==> src/rtl/pipe_pkg.sv <==
// Shared types for the pipeline hazard, forwarding and stall controller.
package pipe_pkg;

    // Widest register address a tracker entry can hold
    localparam int RD_W = 8;

    typedef enum logic [1:0] {
        FWD_RF  = 2'd0,
        FWD_EXE = 2'd1,
        FWD_MEM = 2'd2,
        FWD_WB  = 2'd3
    } fwd_sel_e;

    typedef enum logic {
        RUN  = 1'b0,
        WAIT = 1'b1
    } dm_state_e;

    typedef struct packed {
        logic            valid;
        logic [RD_W-1:0] rd;
        logic            we;
        logic            load;
    } stage_entry_t;

    function automatic logic entry_hit(stage_entry_t e, logic [RD_W-1:0] a);
        return e.valid && e.we && (e.rd == a);
    endfunction

endpackage

==> src/rtl/hazard_match.sv <==
// Per-source comparator against the EXE/MEM/WB tracker entries.
// PIPE_HAZARD_FWD_EN selects forwarding; otherwise every match is a hazard.
module hazard_match
    import pipe_pkg::*;
#(
    parameter int REG_AW = 5
)(
    input  logic [REG_AW-1:0] addr,
    input  logic              rd_en,
    input  stage_entry_t      exe,
    input  stage_entry_t      mem,
    input  stage_entry_t      wb,
    output logic              hazard,
    output fwd_sel_e          sel
);

    logic [RD_W-1:0] a;
    logic [2:0]      hit;

    always_comb begin
        a = '0;
        a[REG_AW-1:0] = addr;
        hit = '0;
        if (rd_en) begin
            hit[0] = entry_hit(exe, a);
            hit[1] = entry_hit(mem, a);
            hit[2] = entry_hit(wb, a);
        end
`ifdef PIPE_HAZARD_FWD_EN
        // A load in EXE has no data yet: stall instead of forwarding
        hazard = hit[0] && exe.load;
        sel = FWD_RF;
        if (hit[0]) begin
            sel = exe.load ? FWD_RF : FWD_EXE;
        end else if (hit[1]) begin
            sel = FWD_MEM;
        end else if (hit[2]) begin
            sel = FWD_WB;
        end
`else
        hazard = |hit;
        sel = FWD_RF;
`endif
    end

endmodule

==> src/rtl/pipe_hazard_ctrl.sv <==
// Hazard, forwarding and stall controller for the 5-stage pipeline.
// Forwarding is enabled by defining PIPE_HAZARD_FWD_EN.
module pipe_hazard_ctrl
    import pipe_pkg::*;
#(
    parameter int REG_AW      = 5,
    parameter int MEM_TIMEOUT = 16,
    parameter int CNT_W       = 16
)(
    input  logic              clk,
    input  logic              rst,
    input  logic [REG_AW-1:0] id_rs1_addr,
    input  logic [REG_AW-1:0] id_rs2_addr,
    input  logic              id_rs1_rd,
    input  logic              id_rs2_rd,
    input  logic [REG_AW-1:0] id_rd_addr,
    input  logic              id_rd_we,
    input  logic              id_is_load,
    input  logic              branch_taken,
    input  logic              mem_dm_req,
    input  logic              dm_ready,
    output logic              pc_stall,
    output logic              ifid_stall,
    output logic              idexe_stall,
    output logic              exemem_stall,
    output logic              ifid_flush,
    output logic              idexe_flush,
    output logic              memwb_bubble,
    output logic [1:0]        fwd_sel1,
    output logic [1:0]        fwd_sel2,
    output logic              dm_err,
    output logic [CNT_W-1:0]  stall_cnt
);

    localparam int TO_W = $clog2(MEM_TIMEOUT);
    localparam logic [TO_W-1:0] TO_LAST = TO_W'(MEM_TIMEOUT - 1);

    stage_entry_t    exe_q, mem_q, wb_q, id_entry;
    dm_state_e       state;
    logic [TO_W-1:0] to_cnt;
    logic            hz1, hz2, hazard;
    logic            frozen, timeout, use_stall, br_flush;
    fwd_sel_e        sel1, sel2;

    hazard_match #(.REG_AW(REG_AW)) u_match1 (
        .addr   (id_rs1_addr),
        .rd_en  (id_rs1_rd),
        .exe    (exe_q),
        .mem    (mem_q),
        .wb     (wb_q),
        .hazard (hz1),
        .sel    (sel1)
    );

    hazard_match #(.REG_AW(REG_AW)) u_match2 (
        .addr   (id_rs2_addr),
        .rd_en  (id_rs2_rd),
        .exe    (exe_q),
        .mem    (mem_q),
        .wb     (wb_q),
        .hazard (hz2),
        .sel    (sel2)
    );

    always_comb begin
        id_entry = '0;
        id_entry.valid = 1'b1;
        id_entry.rd[REG_AW-1:0] = id_rd_addr;
        id_entry.we = id_rd_we;
        id_entry.load = id_is_load;
    end

    // The timeout cycle completes the access, so it is not frozen
    always_comb begin
        timeout = (state == WAIT) && !dm_ready && (to_cnt == TO_LAST);
        if (state == WAIT) begin
            frozen = !dm_ready && !timeout;
        end else begin
            frozen = mem_dm_req && !dm_ready;
        end
        hazard = hz1 || hz2;
        br_flush = !frozen && branch_taken;
        use_stall = !frozen && !branch_taken && hazard;
    end

    assign pc_stall     = frozen || use_stall;
    assign ifid_stall   = frozen || use_stall;
    assign idexe_stall  = frozen;
    assign exemem_stall = frozen;
    assign memwb_bubble = frozen;
    assign ifid_flush   = br_flush;
    assign idexe_flush  = br_flush || use_stall;
    assign fwd_sel1     = sel1;
    assign fwd_sel2     = sel2;

    always_ff @(posedge clk) begin
        if (!rst) begin
            exe_q <= '0;
            mem_q <= '0;
            wb_q <= '0;
            stall_cnt <= '0;
        end else begin
            if (!frozen) begin
                wb_q <= mem_q;
                mem_q <= exe_q;
                exe_q <= idexe_flush ? stage_entry_t'('0) : id_entry;
            end
            if ((frozen || use_stall) && (stall_cnt != '1)) begin
                stall_cnt <= stall_cnt + CNT_W'(1);
            end
        end
    end

    always_ff @(posedge clk) begin
        if (!rst) begin
            state <= RUN;
            to_cnt <= '0;
            dm_err <= 1'b0;
        end else begin
            unique case (state)
                RUN: begin
                    if (mem_dm_req && !dm_ready) begin
                        state <= WAIT;
                        to_cnt <= '0;
                    end
                end
                WAIT: begin
                    if (dm_ready) begin
                        state <= RUN;
                    end else if (timeout) begin
                        state <= RUN;
                        dm_err <= 1'b1;
                    end else begin
                        to_cnt <= to_cnt + TO_W'(1);
                    end
                end
                default: state <= RUN;
            endcase
        end
    end

endmodule

==> config.mk <==
export PLATFORM = sky130hd
export DESIGN_NAME = pipe_hazard_ctrl
export DESIGN_NICKNAME = d
export VERILOG_FILES = /design/src/rtl/pipe_pkg.sv /design/src/rtl/hazard_match.sv /design/src/rtl/pipe_hazard_ctrl.sv
export SDC_FILE = /design/constraint.sdc
export NUM_CORES = 1
export LEC_CHECK = 0
export BUFFER_PORTS_ARGS = -buffer_cell sky130_fd_sc_hd__buf_2
export CAP_MARGIN = 20
export CORE_MARGIN = 4
export CORE_UTILIZATION = 40
export CTS_CLUSTER_DIAMETER = 150
export DETAILED_ROUTE_END_ITERATION = 10
export GPL_TIMING_DRIVEN = 0
export SETUP_SLACK_MARGIN = 0.15
export SLEW_MARGIN = 25
export SYNTH_ARGS = -nofsm -noshare
export SYNTH_HDL_FRONTEND = slang
export SYNTH_SLANG_ARGS = --single-unit
==> constraint.sdc <==
create_clock -name clk -period 2.52 [get_ports clk]
set_input_delay 0.504 -clock clk [delete_from_list [all_inputs] [get_ports clk]]
set_output_delay 0.504 -clock clk [all_outputs]
set_load 0.01 [all_outputs]
# Word-level counts from Yosys, hierarchy flattened
# Index checks and enable logic that the tools add are counted.
word_totals:
  ff_bits: 52
  in_bits: 24
  output_inout_bits: 28
  word_cells: 68
op_classes:
  n_addsub: 2
  n_eq_ne: 11
  n_mux: 12
  bitwise_logic: 2
  reduce_logical: 28
ops:
  columns: ["op", "count"]
  rows:
  - ["equality test 8 x 5 -> 1 bit", 6]
  - ["logical AND 1 bit", 17]
  - ["adder 16 x 1 -> 16 bit (second input constant)", 1]
  - ["!= test 16 bit (second input constant)", 1]
  - ["2-to-1 mux 4 bit", 3]
  - ["2-to-1 mux 11 bit", 1]
  - ["case mux 4 bit (2 select lines)", 1]
  - ["2-to-1 mux 3 bit", 2]
  - ["!= test 2 bit (second input constant)", 3]
  - ["AND reduction 3 bit", 2]
  - ["OR reduction 3 bit", 2]
  - ["adder 4 x 1 -> 4 bit (second input constant)", 1]
  - ["equality test 4 bit (second input constant)", 1]
  - ["zero test 1 bit", 4]
  - ["2-to-1 mux 1 bit", 4]
  - ["logical OR 1 bit", 3]
  - ["NOT 1 bit", 2]
  - ["case mux 1 bit (2 select lines)", 1]

# Logic depth before layout (Yosys ltp)
# Gate-level depths: netlist of the first run.
logic_depth:
  ltp_word: 11
  ltp_mapped: 10

# Cells and area by module
# A second synthesis of the first run with hierarchy kept.
unflattened:
  cells_unflattened: 282
  area_unflattened_um2: 2492.4
modules_own_cells:
  columns: ["mod", "n_inst", "cells_each", "area_per_inst_um2", "seq_area_each_um2"]
  rows:
  - ["pipe_hazard_ctrl", 1, 218, 2014.4, 920.9]
  - ["hazard_match", 2, 32, 239.0, 0.0]

# Worst setup path before layout of the first run
# Ideal clock, no wire load.
synth_timing:
  path_kind: "in2out"
  from: "input mem_dm_req"
  to: "output pc_stall"
  t_arrival_ns: 1.816
  path_slack_ns: 0.200
  cell_stages: 9
  n_path_buf: 3
  cell_sequence: "o21bai_2 -> a41o_1 -> buf_6 -> inv_2 -> a221o_2 -> o31ai_4 -> buf_6 -> inv_4 -> buf_4"
synth_between:
  elab_chain_len: 6
synth_rtl:
  columns: ["item", "line", "source"]
  rows:
  - ["start: declaration", "pipe_hazard_ctrl.sv:20", "input logic mem_dm_req,"]
  - ["logical AND 1 bit *", "pipe_hazard_ctrl.sv:79", "frozen = mem_dm_req && !dm_ready;"]
  - ["2-to-1 mux 1 bit *", "pipe_hazard_ctrl.sv:76", "if (state == WAIT) begin"]
  - ["zero test 1 bit", null, null]
  - ["logical AND 1 bit (2 in series)", "pipe_hazard_ctrl.sv:83", "use_stall = !frozen && !branch_taken && hazard;"]
  - ["logical OR 1 bit *", null, null]
  - ["end: declaration", "pipe_hazard_ctrl.sv:22", "output logic pc_stall,"]
# Every way passes the cells marked *; elsewhere a longest branch is shown, timed or not.

# Final worst setup path of the first run
layout_timing:
  from: "register to_cnt[0]"
  to: "output pc_stall"
layout_between:
  elab_chain_len: 9
layout_rtl:
  columns: ["item", "line", "source"]
  rows:
  - ["start: declaration", "pipe_hazard_ctrl.sv:40", "logic [TO_W-1:0] to_cnt;"]
  - ["start signal: assignment", "pipe_hazard_ctrl.sv:134", "to_cnt <= to_cnt + TO_W'(1);"]
  - ["equality test 4 bit *", "pipe_hazard_ctrl.sv:75", "timeout = (state == WAIT) && !dm_ready && (to_cnt == TO_LAST);"]
  - ["logical AND 1 bit *", "pipe_hazard_ctrl.sv:75", null]
  - ["zero test 1 bit *", "pipe_hazard_ctrl.sv:77", "frozen = !dm_ready && !timeout;"]
  - ["logical AND 1 bit *", "pipe_hazard_ctrl.sv:77", null]
  - ["2-to-1 mux 1 bit *", "pipe_hazard_ctrl.sv:76", null]
  - ["zero test 1 bit", null, null]
  - ["logical AND 1 bit (2 in series)", "pipe_hazard_ctrl.sv:83", null]
  - ["logical OR 1 bit *", "pipe_hazard_ctrl.sv:86", "assign pc_stall = frozen || use_stall;"]
# Marks and branches as above.

==> results of run 1 <==
## flip-flops by register name (all words and copies together) (netlist names)
register	cells
exe_q	7
wb_q	7
mem_q	7
state	1
dm_err	1
stall_cnt	16
to_cnt	4
## final timing paths
check | start | end | slack [ps] | cells after the start
max | to_cnt[0] | pc_stall | 4 | 10
min | id_rd_we | exe_q[1] | 430 | 2
max reg2reg | state | stall_cnt[15] | 350 | 10
min reg2reg | dm_err | dm_err | 470 | 2
## through the flow
stage	instances	setup TNS, ps	hold slack [ps]	power [uW]
3_5_place_dp	394	-1100	458	898
4_1_cts	412	-99.3	416	1340
3_3_place_gp	394	-1220	451	898
5_1_grt	415	-77.6	417	1390
6_report	415	0	426	1330
2_1_floorplan	276	0	445	835
## layer usage
metal / global-route usage [%] / routed length (um) / part of all wire (%) / up-vias
met5: 0 / 0 / 0 / -
met4: 3.95 / 44 / 0.77 / 0
met3: 4.02 / 377 / 6.6 / 4
met2: 26.9 / 2680 / 47 / 59
met1: 20.1 / 2590 / 45 / 992
li1: - / - / - / 1095
## what timing repair did
action | in CTS | in global routing
cloned | 0 | 0
resized for setup | 15 | 22
endpoints found under the hold margin | 0 | 0
setup endpoints to repair | 6 | 5
buffers inserted | 10 | 4
pin swaps | 5 | 3
## area by class of cell
type	instances	area (um^2)	area share, %
Inverter	9	38.8	1.32
Clock inverter	1	5.00	0.170
Multi-Input combinational cell	208	1400	47.4
Timing Repair Buffer	60	342	11.6
Sequential cell	43	886	30.1
Tap cell	72	90.1	3.06
Buffer	15	113	3.82
Clock buffer	7	76.3	2.59
## worst max-delay path: stages (launching register included)
cell and delay (ps):
dfxtp_4 360, ha_4 130, a41o_1 160, buf_6 100, inv_2 30, a221o_2 330, o31ai_4 210, buf_6 160
inv_6 30, buf_6 100, buf_6 110
## cells in the final DEF (no fill, tap or decap), types with 4 or more instances in the layout
cell,count
conb_1,4
o21ai_0,4
buf_4,20
clkbuf_8,5
nor4_1,4
xor2_1,10
mux2i_1,6
clkbuf_1,7
nand2b_1,7
nor2_1,14
buf_6,4
o31ai_1,5
inv_1,6
nand2_1,42
buf_2,45
nand3_1,14
dfxtp_1,27
nand4_1,11
a22o_1,7
xnor2_1,20
dfxtp_2,14
nor3_1,4
a21oi_1,24
or4_1,4
## cell families after synthesis
logic type / after synthesis / share of synthesized area, %
AND/OR/NAND/NOR: 112 / 24.6
multiplexers: 7 / 3.07
other: 1 / 0.162
buffers and inverters: 25 / 5.99
flip-flops: 43 / 37.1
adder cells (fa/ha/maj): 2 / 1.08
AO/OA/AOI/OAI: 52 / 16.3
XOR/XNOR: 31 / 11.7
## where the power goes
| part | total (uW) | internal (uW) | switching [uW] |
|---|---|---|---|
| logic | 192 | 90.0 | 102 |
| registers | 711 | 693 | 18.3 |
| clock network | 424 | 195 | 229 |
| total | 1330 | 977 | 350 |
==> metrics.yaml, run 1 <==
synth:
  yosysWarnings: 0
  async_reset_ff_share_pct: 0
  yosysMostFrequentCell: "dfxtp_1"
  yosysTopAreaCellShare_pct: 37.1
  synth.distinct_cells: 45
  synthTopCellsByArea: "dfxtp_1, xnor2_1, nand2_1"
  synth_cells: 273
  syn_area_per_cell_um2: 8.50
  ys_top_cells_by_count: "dfxtp_1, nand2_1, a21oi_1"
  yosys.area.top_type: "dfxtp_1"
  synth-main-ff-cell: "dfxtp_1"
  ys_ff_latch: 43
  synth_area_um2: 2320
  synth-edff-count: 0
  ys_seq_area_share_pct: 37.1
clock_tree:
  clkLatencyLatePin_ps: 290
  postCtsHoldBufs: 0
  h-tree-depth: 2
  cts_tree: "built"
  cts_root_buf: "clkbuf_8"
  cts_buffers: 5
  clkTransAtPathRegs_ps: 80
  clock-sinks: 43
  clockBufferDepth: 2
global_route:
  antenna_found_initial: 0
  grt_pass1_wl_mm: 9.32
  grt-ovfl-total: 0
  grt_use_total_pct: 15.9
  grt_max_degree: 13
  grt_pass1_vias: 2014
setup_path:
  end_kind: "output pin"
  cp.arrival_ps: 2010
  crit_fanout: 3
  path_class: "reg -> out"
  cp.required_ps: 2020
  startpoint_type: "register"
floorplanning:
  dieArea_um2: 7080
  die_h_um: 84.2
  die_w_um: 84.2
  core.rowCount: 27
  core_um2: 5570
  initial_core_util_pct: 41.6
  io_pins: 52
drt:
  routed_wl_mm: 5.70
  vias_per_cell: 5.18
  dr.pass1.iters: 4
  drt_iter0_markers: 82
  num_vias: 2150
  postRouteAntennaNets: 0
  wl_per_cell_um: 13.7
  route.detailed.drc: 0
final_layout:
  drive_gt1_share_pct: 32.4
  area_delta_synth_final_pct: 27.0
  nets: 368
  design_area_um2: 2950
  fin_util_pct: 52.8
  antenna_cells: 0
  fillers: 549
run:
  drv_cap: 0
run_status:
  outcome: "completed"
place:
  placed_area_um2: 2650
  port_buffers: 46
  dp_slack_ps: -238
  routabilityCongestion: 0.823
  dp_hpwl_mm: 4.16
sta:
  timing.fmax_ghz: 0.397
  hold_viol_final: 0
  setup-violations-final: 0
  min_period_ps: 2520
  worst_slew_pin_slew_ps: 601
  fin_ws_ps: 4.11
  finalMaxSlewViolations: 0
  clock_skew_ps: 7.97
  relSlewSlack_pct: 60.0
  rsz0062_at_grt: "true"
  fin_crit_sh_pct: 99.8
hold_path:
  hp-class: "in -> reg"
power:
  p_leak_uw: 0.00114
  ir_worst_vdd_mv: 0.219
  p_per_area_nw_per_um2: 451
Note: power is estimated with default switching activity, not from simulation.
==> run 2: changes to the inputs <==
--- a/config.mk
+++ b/config.mk
@@ -8,10 +8,11 @@
 export BUFFER_PORTS_ARGS = -buffer_cell sky130_fd_sc_hd__buf_2
 export CAP_MARGIN = 20
 export CORE_MARGIN = 4
-export CORE_UTILIZATION = 40
+export CORE_UTILIZATION = 54
 export CTS_CLUSTER_DIAMETER = 150
 export DETAILED_ROUTE_END_ITERATION = 10
 export GPL_TIMING_DRIVEN = 0
+export PLACE_DENSITY = 0.8
 export SETUP_SLACK_MARGIN = 0.15
 export SLEW_MARGIN = 25
 export SYNTH_ARGS = -nofsm -noshare
==> metrics.yaml, run 2 (synthesis results as in run 1) <==
run_status:
  outcome: "complete, but fails checks"
  violations: "setup timing"
sta:
  fin_ws_ps: -38.9
  clock_skew_ps: 9.70
  min_period_ps: 2560
  finalMaxSlewViolations: 0
  setup-violations-final: 1
  relSlewSlack_pct: 65.7
  timing.fmax_ghz: 0.391
  fin_crit_sh_pct: 102
  hold_viol_final: 0
  hold_ws_ps: 424
  worst_slew_pin_slew_ps: 515
  rsz0062_at_grt: "true"
floorplanning:
  initial_core_util_pct: 56.8
  core.rowCount: 23
  dieArea_um2: 5410
  die_w_um: 73.5
  core_um2: 4090
  io_pins: 52
  die_h_um: 73.5
drt:
  wl_per_cell_um: 15.1
  routed_wl_mm: 5.92
  postRouteAntennaNets: 0
  route.detailed.drc: 0
  drt_iter0_markers: 126
  vias_per_cell: 5.72
  num_vias: 2244
  dr.pass1.iters: 4
place:
  port_buffers: 46
  dp_slack_ps: -286
  dp_cells: 372
  routabilityCongestion: 0.897
  dp_hpwl_mm: 4.21
power:
  combPwrFrac_pct: 13.4
  ir_worst_vdd_mv: 0.421
  switchingPower_uw: 367
  p_leak_uw: 0.00115
  clockPowerShare_pct: 38.2
  seqPwrFrac_pct: 48.4
  p_per_area_nw_per_um2: 495
  intPower_uw: 1100
  switching_share_pct: 25.0
clock_tree:
  clkLatencyLatePin_ps: 300
  clockBufferDepth: 2
  postCtsHoldBufs: 0
  clkTransAtPathRegs_ps: 80
  cts_tree: "built"
  clock-sinks: 43
  h-tree-depth: 2
  cts_root_buf: "clkbuf_8"
  cts_buffers: 5
setup_path:
  end_kind: "output pin"
  cpMostUsedCell: "buf_6"
  cp.arrival_ps: 2050
  cp.required_ps: 2020
  crit_fanout: 4
  slowest_delay_ps: 370
  path_class: "reg -> out"
  cp_slowest_cell: "dfxtp_4"
  startpoint_type: "register"
  crit_chain: "ha_4 > a41o_1 > buf_6 > inv_2 > a221o_2 > o31ai_4 > buf_6 > inv_6 > buf_6 > buf_6"
final_layout:
  regMostFlops: "stall_cnt"
  mostFrequentLayoutCells: "buf_2, nand2_1, dfxtp_1"
  drive_gt1_share_pct: 32.7
  antenna_cells: 0
  largest_reg_flops: 16
  nets: 367
  final_common_cell: "buf_2"
  instances_no_fill: 392
  area_delta_synth_final_pct: 28.1
run:
  drv_cap: 0
global_route:
  grt_use_total_pct: 21.5
  grt-ovfl-total: 0
  grt_pass1_vias: 1970
  antenna_found_initial: 0
  grt_max_degree: 14
  grt_pass1_wl_mm: 9.06
hold_path:
  hp-class: "in -> reg"
[run 2: stage by stage]
stage	util, %	setup TNS (ps)	total power, uW	instance area, um^2
after global routing	72.7	-121	1520	2970
after CTS	70.1	-96.9	1460	2860
after detailed placement	64.2	-1270	898	2620
after floorplan	-	0	835	2330
after global placement	64.2	-1080	894	2620
final	72.7	-38.9	1470	2970
[run 2: area by class of cell]
type	instances	area [um^2]
fillers	313	1110
inverters	9	38.8
flip-flops and latches	43	886
multi-input cells	208	1420
repair buffers	58	327
clock inverters	2	35.0
clock buffers	6	82.6
well taps	50	62.6
plain buffers	16	116
[run 2: worst paths after layout]
path	startpoint	endpoint	slack (ps)	cells after the start
max	to_cnt[0]	pc_stall	-40	10
min	id_rd_addr[4]	exe_q[6]	420	2
max reg2reg	to_cnt[0]	stall_cnt[7]	320	10
min reg2reg	dm_err	dm_err	480	2
[run 2: power groups by stage]
stage	Sequential [uW]	Clock, uW	Combinational [uW]
3_3_place_gp	727	0	167
2_1_floorplan	723	0	111
6_report	712	562	197
5_1_grt	714	594	215
4_1_cts	711	560	187
3_5_place_dp	727	0	171
[run 2: timing repair]
item,4_1_cts,5_1_grt
buffers inserted,9,3
setup endpoints to repair,6,5
gates resized for setup,15,22
cloned,0,0
pin swaps,5,7
[run 2: routing by layer]
metal,GRT usage (%),vias up,routed length (um)
li1,-,1085,-
met1,28.8,1069,2600
met2,34.9,80,2810
met3,4.24,10,435
met4,6.04,0,79
met5,0,-,0
[run 2: critical path, delay by kind of cell, from the launching register on]
| family | cells | cell delay [ps] |
|---|---|---|
| flops | 1 | 370 |
| compound gates | 3 | 720 |
| fa+ha+maj | 1 | 140 |
| buf+inv | 6 | 540 |
